--- config.mk ---
export PLATFORM = sky130hd
export DESIGN_NAME = slow_window_flat
export DESIGN_NICKNAME = d
export VERILOG_FILES = /design/src/rtl/slow_window_if.sv /design/src/rtl/slow_window.sv /design/src/flat_wrapper.sv
export SDC_FILE = /design/constraint.sdc
export NUM_CORES = 1
export LEC_CHECK = 0
export ABC_CLOCK_PERIOD_IN_PS = 2600
export CAP_MARGIN = 20
export CORE_ASPECT_RATIO = 1.4
export CORE_UTILIZATION = 51
export CTS_CLUSTER_DIAMETER = 60
export DETAILED_ROUTE_END_ITERATION = 8
export PLACE_DENSITY = 0.9
export SLEW_MARGIN = 20
export SYNTH_ARGS = -nofsm -noshare
export SYNTH_HDL_FRONTEND = slang
export SYNTH_SLANG_ARGS = --single-unit
--- constraint.sdc ---
create_clock -name CLK -period 2.6 [get_ports CLK]
set_input_delay 0.39 -clock CLK [delete_from_list [all_inputs] [get_ports CLK]]
set_output_delay 0.39 -clock CLK [all_outputs]
set_load 0.005 [all_outputs]
--- src/rtl/slow_window_if.sv ---
// Bus-side view of the slow-window tracker: access strobe, device selects,
// settings-register enables in; clock-select/clock-gate decisions out.
interface slow_window_if;
    logic       BACT;
    logic       IACKCS, VIACS, IWMCS, SCCCS, SCSICS, SndCSWR;
    logic       SlowIACK, SlowVIA, SlowIWM, SlowSCC, SlowSCSI, SlowSnd;
    logic       SlowClockGate;
    logic [3:0] SlowTimeout;
    logic       Slow, SlowGate, SlowBusy;

    modport master (
        output BACT, IACKCS, VIACS, IWMCS, SCCCS, SCSICS, SndCSWR,
        output SlowIACK, SlowVIA, SlowIWM, SlowSCC, SlowSCSI, SlowSnd,
        output SlowClockGate, SlowTimeout,
        input  Slow, SlowGate, SlowBusy
    );

    modport slave (
        input  BACT, IACKCS, VIACS, IWMCS, SCCCS, SCSICS, SndCSWR,
        input  SlowIACK, SlowVIA, SlowIWM, SlowSCC, SlowSCSI, SlowSnd,
        input  SlowClockGate, SlowTimeout,
        output Slow, SlowGate, SlowBusy
    );
endinterface

--- src/rtl/slow_window.sv ---
// Holds the CPU at stock speed while an enabled slow peripheral is accessed,
// plus SlowTimeout prescaled ticks after the access ends.
module slow_window #(
    parameter int PRESCALE = 256
) (
    input  logic         CLK,
    input  logic         POR,
    slow_window_if.slave bus
);
    localparam int PW = (PRESCALE > 1) ? $clog2(PRESCALE) : 1;
    localparam logic [PW-1:0] PRE_MAX = PW'(PRESCALE - 1);

    typedef enum logic [1:0] {
        IDLE   = 2'd0,
        ACCESS = 2'd1,
        HOLD   = 2'd2
    } state_e;

    state_e        state_q, state_d;
    logic [3:0]    cnt_q, cnt_d;
    logic [PW-1:0] pre_q, pre_d;
    logic          bact_q;
    logic          slow_q, gate_q, busy_q;
    logic          slow_hit, end_acc, slow_d;

    assign slow_hit = bus.BACT & |{bus.IACKCS  & bus.SlowIACK,
                                   bus.VIACS   & bus.SlowVIA,
                                   bus.IWMCS   & bus.SlowIWM,
                                   bus.SCCCS   & bus.SlowSCC,
                                   bus.SCSICS  & bus.SlowSCSI,
                                   bus.SndCSWR & bus.SlowSnd};
    assign end_acc  = bact_q & ~bus.BACT;

    always_comb begin
        state_d = state_q;
        cnt_d   = cnt_q;
        pre_d   = pre_q;
        case (state_q)
            IDLE: begin
                if (slow_hit) state_d = ACCESS;
            end
            ACCESS: begin
                if (end_acc) begin
                    state_d = (bus.SlowTimeout == 4'd0) ? IDLE : HOLD;
                    cnt_d   = bus.SlowTimeout;
                    pre_d   = '0;
                end
            end
            HOLD: begin
                // A new slow access beats expiry; the count is reloaded when it ends.
                if (slow_hit) begin
                    state_d = ACCESS;
                end else if (pre_q == PRE_MAX) begin
                    pre_d = '0;
                    cnt_d = cnt_q - 4'd1;
                    if (cnt_q <= 4'd1) state_d = IDLE;
                end else begin
                    pre_d = pre_q + 1'b1;
                end
            end
            default: state_d = IDLE;
        endcase
    end

    assign slow_d = (state_d != IDLE);

    always_ff @(posedge CLK) begin
        if (POR) begin
            state_q <= IDLE;
            cnt_q   <= '0;
            pre_q   <= '0;
            bact_q  <= 1'b0;
            slow_q  <= 1'b0;
            gate_q  <= 1'b0;
            busy_q  <= 1'b0;
        end else begin
            state_q <= state_d;
            cnt_q   <= cnt_d;
            pre_q   <= pre_d;
            bact_q  <= bus.BACT;
            slow_q  <= slow_d;
            gate_q  <= slow_d & bus.SlowClockGate;
            busy_q  <= (state_d == HOLD);
        end
    end

    assign bus.Slow     = slow_q;
    assign bus.SlowGate = gate_q;
    assign bus.SlowBusy = busy_q;
endmodule

--- src/flat_wrapper.sv ---
// flat-port wrapper written by rule: the top's interface ports become plain ports
module slow_window_flat 
#(
    parameter int PRESCALE = 256
)
  (CLK, POR, bus_BACT, bus_IACKCS, bus_VIACS, bus_IWMCS, bus_SCCCS, bus_SCSICS, bus_SndCSWR, bus_SlowIACK, bus_SlowVIA, bus_SlowIWM, bus_SlowSCC, bus_SlowSCSI, bus_SlowSnd, bus_SlowClockGate, bus_SlowTimeout, bus_Slow, bus_SlowGate, bus_SlowBusy);
  slow_window_if bus_i ();
  input  logic CLK;
  input  logic POR;
  input wire logic [$bits(bus_i.BACT)-1:0] bus_BACT;
  input wire logic [$bits(bus_i.IACKCS)-1:0] bus_IACKCS;
  input wire logic [$bits(bus_i.VIACS)-1:0] bus_VIACS;
  input wire logic [$bits(bus_i.IWMCS)-1:0] bus_IWMCS;
  input wire logic [$bits(bus_i.SCCCS)-1:0] bus_SCCCS;
  input wire logic [$bits(bus_i.SCSICS)-1:0] bus_SCSICS;
  input wire logic [$bits(bus_i.SndCSWR)-1:0] bus_SndCSWR;
  input wire logic [$bits(bus_i.SlowIACK)-1:0] bus_SlowIACK;
  input wire logic [$bits(bus_i.SlowVIA)-1:0] bus_SlowVIA;
  input wire logic [$bits(bus_i.SlowIWM)-1:0] bus_SlowIWM;
  input wire logic [$bits(bus_i.SlowSCC)-1:0] bus_SlowSCC;
  input wire logic [$bits(bus_i.SlowSCSI)-1:0] bus_SlowSCSI;
  input wire logic [$bits(bus_i.SlowSnd)-1:0] bus_SlowSnd;
  input wire logic [$bits(bus_i.SlowClockGate)-1:0] bus_SlowClockGate;
  input wire logic [$bits(bus_i.SlowTimeout)-1:0] bus_SlowTimeout;
  output wire logic [$bits(bus_i.Slow)-1:0] bus_Slow;
  output wire logic [$bits(bus_i.SlowGate)-1:0] bus_SlowGate;
  output wire logic [$bits(bus_i.SlowBusy)-1:0] bus_SlowBusy;
  assign bus_i.BACT = bus_BACT;
  assign bus_i.IACKCS = bus_IACKCS;
  assign bus_i.VIACS = bus_VIACS;
  assign bus_i.IWMCS = bus_IWMCS;
  assign bus_i.SCCCS = bus_SCCCS;
  assign bus_i.SCSICS = bus_SCSICS;
  assign bus_i.SndCSWR = bus_SndCSWR;
  assign bus_i.SlowIACK = bus_SlowIACK;
  assign bus_i.SlowVIA = bus_SlowVIA;
  assign bus_i.SlowIWM = bus_SlowIWM;
  assign bus_i.SlowSCC = bus_SlowSCC;
  assign bus_i.SlowSCSI = bus_SlowSCSI;
  assign bus_i.SlowSnd = bus_SlowSnd;
  assign bus_i.SlowClockGate = bus_SlowClockGate;
  assign bus_i.SlowTimeout = bus_SlowTimeout;
  assign bus_Slow = bus_i.Slow;
  assign bus_SlowGate = bus_i.SlowGate;
  assign bus_SlowBusy = bus_i.SlowBusy;
  slow_window #(.PRESCALE(PRESCALE)) u_core (.CLK(CLK), .POR(POR), .bus(bus_i));
endmodule
[Word level (Yosys, flattened, before mapping)]
Cells that the tools add are included.
Widths: inputs -> output; s select.
Operators by class
  add/subtract/negate cells: 2
  multipliers: 0
  div/mod/pow operators: 0
  $lt $le $gt $ge: 1
  eq/ne operators: 7
  shift-type cells: 0
  multiplexer cells: 15
  bitwise operators: 10
  reduce and logical (&&, ||, !) cells: 7
Operator list (number)
  $mux 8: 3
  $pmux 8 s2: 1
  $mux 2: 6
  $mux 4: 3
  $and 1x1->1: 9
  $add 8x1->8 const B: 1
  $eq 8x8->1 const B: 1
  $pmux 4 s2: 1
  $pmux 2 s3: 1
  $reduce_or 6->1: 1
  $eq 2x2->1 const B: 2
  $le 4x1->1 const B: 1
  $logic_not 4->1: 1
  $ne 2x1->1 const B: 2
  $reduce_and 4->1: 1
  $reduce_bool 2->1: 2
  $sub 4x1->4 const B: 1
  $reduce_and 3->1: 1
  $eq 2x1->1 const B: 1
  $logic_not 2->1: 1
  $ne 2x2->1 const B: 1
  $not 1->1: 1
Storage, ports and cells
  register bits: 18
  latch bits: 0
  RAM bits: 0
  bits in read-only memories: 0
  bits of input ports: 20
  output and inout bits: 3
  logic and storage cells: 49
  memories kept: 0

[Depth between registers and ports, before layout]
  depth in word-level cells: 7
  gate-level depth with buffers: 7
  gate-level depth less buffers: 6

[Worst setup path after synthesis]
No wires, ideal clock.
  path kind: flip-flop to flip-flop
  start point: register u_core.state_q[0]
  end point: register u_core.busy_q (netlist: u_core.bus.SlowBusy)
  setup time: 60 ps
  arrival: 1720 ps
  slack: 820 ps
  cell stages (with the launch flop): 8
  buffers on the path: 1
  clock period less this slack: 1780 ps
  cells stage by stage: dfxtp_1 -> inv_1 -> ha_1 -> clkbuf_1 -> or2_1 -> and2_1 -> a211oi_1 -> and3b_1
On the way
  longest elaborated chain between the ends: 5
  elaborated cells between the ends (all ways): 10
Ends and longest elaborated chain
  start: declaration: RTL line slow_window.sv:19  | state_e state_q, state_d;
  start signal: assignment: RTL line slow_window.sv:77  | state_q <= state_d;
  $mux 2: RTL line slow_window.sv:56  | if (cnt_q <= 4'd1) state_d = IDLE;
  $mux 2: RTL line slow_window.sv:53  | end else if (pre_q == PRE_MAX) begin
  $mux 2: RTL line slow_window.sv:51  | if (slow_hit) begin
  $pmux 2 s3 *: RTL line slow_window.sv:38  | case (state_q)
  $eq 2x2->1 *: RTL line slow_window.sv:83  | busy_q <= (state_d == HOLD);
  end signal: assignment: RTL line slow_window.sv:83
  end: declaration: RTL line slow_window.sv:23  | logic slow_q, gate_q, busy_q;
Mark *: on every way between the ends. The rest lies on a longest branch, timed or not.
A chain may end at the register's enable or synchronous reset.

[Worst setup path after layout]
Same ends and word-level chain as after synthesis.

==> results.toml <==
[outcome]
status = "complete, no violations"

[sta]
hold-worst-slack_ns = 0.513
worst-slew-pin-transition_ns = 0.575
clock.fmax_mhz = 490
unrepaired_setup_endpoints_after_global_routing = "no"
setup_viol_count_final = 0
worst_slack_ns = 0.561
final_hold_viol_count = 0
max_slew_violation_count = 0
clock-skew-final_ns = 0.00291
fin_crit_sh_pct = 78.4
timing.setup.tns_ns = 0
slew-limit-headroom_pct = 61.6
final.min_clock_period_ns = 2.04

[yosys]
average_footprint_of_a_synthesized_cell_um2 = 8.60
synth-adder-area-share_pct = 7.49
synth_fp_nets = 163
synthCells = 136
number_of_enable_type_register_cells_in_the_synthesized_netlist = 0
synth-simple-area-share_pct = 21.4
synthesis.yosys.warnings = 0
ys_async_sr_fraction_pct = 0
ys_dominant_reg_cell = "sky130_fd_sc_hd__dfxtp_1"
synth_mux_area_share_pct = 1.71
largest_family_of_logic_cells_by_synthesized_area = "compound AO/OA/AOI/OAI gates"
yosys.cell_types.count = 44
mappedNetlistArea_mm2 = 0.00117
sequential_share_of_the_synthesized_area_pct = 30.8
complex_gate_fraction_of_the_synthesized_area_pct = 33.8
ys_seq_elements = 18
synth-xor-area-share_pct = 0

[grt]
groute.usage.overall_pct = 26.5
global_route_wire_length_before_repair_mm = 5.18
grt_antenna_before_repair = 0
grt_start_max_net_pins = 12
grt_remaining_overflow = 0
number_of_global_route_vias_before_repair = 1210

[setup_path]
regToRegSetupSlack_ns = 0.56
cp-end-kind = "flip-flop"
worstSetupPathType = "flip-flop to flip-flop"
required_ns = 2.86
start_kind = "flip-flop"
arrival_ns = 2.30
crit_path_max_fanout = 11

[routing]
firstDrtPassIters = 4
antenna_left = 0
drc_errors = 0
num_vias = 1227
route.detailed.vias_per_inst = 6.74
routed_wl_mm = 3.12
initialDrtViolationCount = 77
route.detailed.wl_per_inst_um = 17.1

[floorplan]
die_height_um = 58.7
floorplan.die_area_mm2 = 0.00249
row_count = 20
number_of_i_o_pins = 23
core_area_mm2 = 0.00218
chipWidth_um = 42.5
initial_util_pct = 53.7

[finish]
post-route-util_pct = 66.4
layout.cell_area.non_filler_mm2 = 0.00145
antenna-diode-count = 0
drive_above_1_share_pct = 7.50
fin_cells = 182
area_growth_from_synthesis_to_layout_pct = 23.6
nets = 188
filler_cell_count = 173

[clock_tree]
number_of_clock_buffers_inserted_by_tritoncts = 3
cts.htree.levels = 1
post-cts-setup-buffers = 0
clock_latency_ns = 0.31
ctsRootBufferMaster = "sky130_fd_sc_hd__clkbuf_4"
clk_path_buf_depth = 2
cts.clk_slew.worst_paths_ns = 0.11
tritoncts_num_sinks = 18
cts.hold.buffers_added = 0
cts-resized-gates = 0
tritoncts = "built"

[power]
p_leak_nw = 0.517
ir_worst_vdd_v = 0.000331
power_mw = 0.659
pwr_density_cell_mw_per_mm2 = 456

[run]
max_cap_viol_count = 0

[hold_path]
hp-class = "flip-flop to flip-flop"

[place]
detailedPlace.worstSlack_ns = 0.333
placedInstanceArea_mm2 = 0.00141
dpl.cell_count = 178
portBuffers = 22
hpwl_mm = 2.26
gp_congestion = 0.935
critical path, stage by stage (launching register included):
cell and delay (ns):
sky130_fd_sc_hd__dfxtp_1 0.43, sky130_fd_sc_hd__inv_1 0.11, sky130_fd_sc_hd__ha_1 0.23, sky130_fd_sc_hd__buf_4 0.18
sky130_fd_sc_hd__or2_1 0.28, sky130_fd_sc_hd__and2_1 0.18, sky130_fd_sc_hd__a211oi_1 0.36, sky130_fd_sc_hd__and3b_1 0.22
report_power, final:
part	internal [mW]	total [mW]	switching, mW
clock network	0.0855	0.185	0.0991
registers	0.290	0.303	0.0129
logic	0.0822	0.172	0.0895
total	0.458	0.659	0.201
worst paths after layout:
check	startpoint	to	cells past startpoint
setup / recovery	u_core.state_q[0]	u_core.bus.SlowBusy	7
hold / removal	u_core.pre_q[1]	u_core.pre_q[1]	2
setup reg to reg	u_core.state_q[0]	u_core.bus.SlowBusy	7
hold reg to reg	u_core.pre_q[1]	u_core.pre_q[1]	2
cells in the mapped netlist, drive strengths merged (2+ instances only):
master	count	area [µm²]
a32o	3	30.0
nor2	10	37.5
dfxtp	18	360
mux2i	2	20.0
a21o	3	22.5
o311a	2	21.3
o21ai	4	20.0
a211oi	5	37.5
o31ai	2	15.0
o211ai	2	15.0
nor4	3	18.8
a21boi	2	15.0
or2	2	12.5
o311ai	4	42.6
o41ai	3	26.3
clkbuf	3	11.3
nor2b	3	18.8
o2111ai	2	17.5
a31oi	3	18.8
nand2b	2	12.5
nand3	3	15.0
a21oi	7	35.0
nand2	8	30.0
ha	7	87.6
nor3	7	35.0
nand4	3	18.8
a22o	3	52.6
inv	8	30.0
cell usage in the layout, fill, tap and decap left out, types with 5 or more instances in the layout:
cell type / instances
sky130_fd_sc_hd__clkdlybuf4s50_1: 22
sky130_fd_sc_hd__dfxtp_1: 18
sky130_fd_sc_hd__nor2_1: 10
sky130_fd_sc_hd__inv_1: 8
sky130_fd_sc_hd__nand2_1: 8
sky130_fd_sc_hd__a21oi_1: 7
sky130_fd_sc_hd__nor3_1: 7
sky130_fd_sc_hd__ha_1: 7
sky130_fd_sc_hd__a211oi_1: 5
final cells by class:
type,instances,area (µm²),share of cell area (%)
multi-input cells,105,753,52.1
flip-flops and latches,18,360,24.9
well taps,22,27.5,1.90
inverters,9,33.8,2.34
clock buffers,4,36.3,2.51
repair buffers,24,235,16.3
cells by family (layout without fill, tap and decap cells):
kind of cell | after synthesis | count (layout)
compound gates | 48 | 48
flops | 18 | 18
simple gates | 48 | 48
mux | 2 | 2
buf+inv | 13 | 37
fa+ha+maj | 7 | 7
layer usage:
metal / vias up / wire length (µm) / part of all wire, % / global-route usage, %
li1: 579 / - / - / -
met3: 21 / 247 / 7.9 / 5.83
met5: - / 0 / 0 / 0
met1: 554 / 1150 / 37 / 28.2
met4: 0 / 157 / 5.0 / 18.3
met2: 73 / 1560 / 50 / 46.2
flip-flops by register name (all words and copies together) (netlist names):
register / cells
u_core.bus.SlowBusy: 1
u_core.bus.SlowGate: 1
u_core.state_q: 2
u_core.cnt_q: 4
u_core.pre_q: 8
u_core.bact_q: 1
u_core.bus.Slow: 1
No activity file was read; power rests on OpenSTA's default activity.
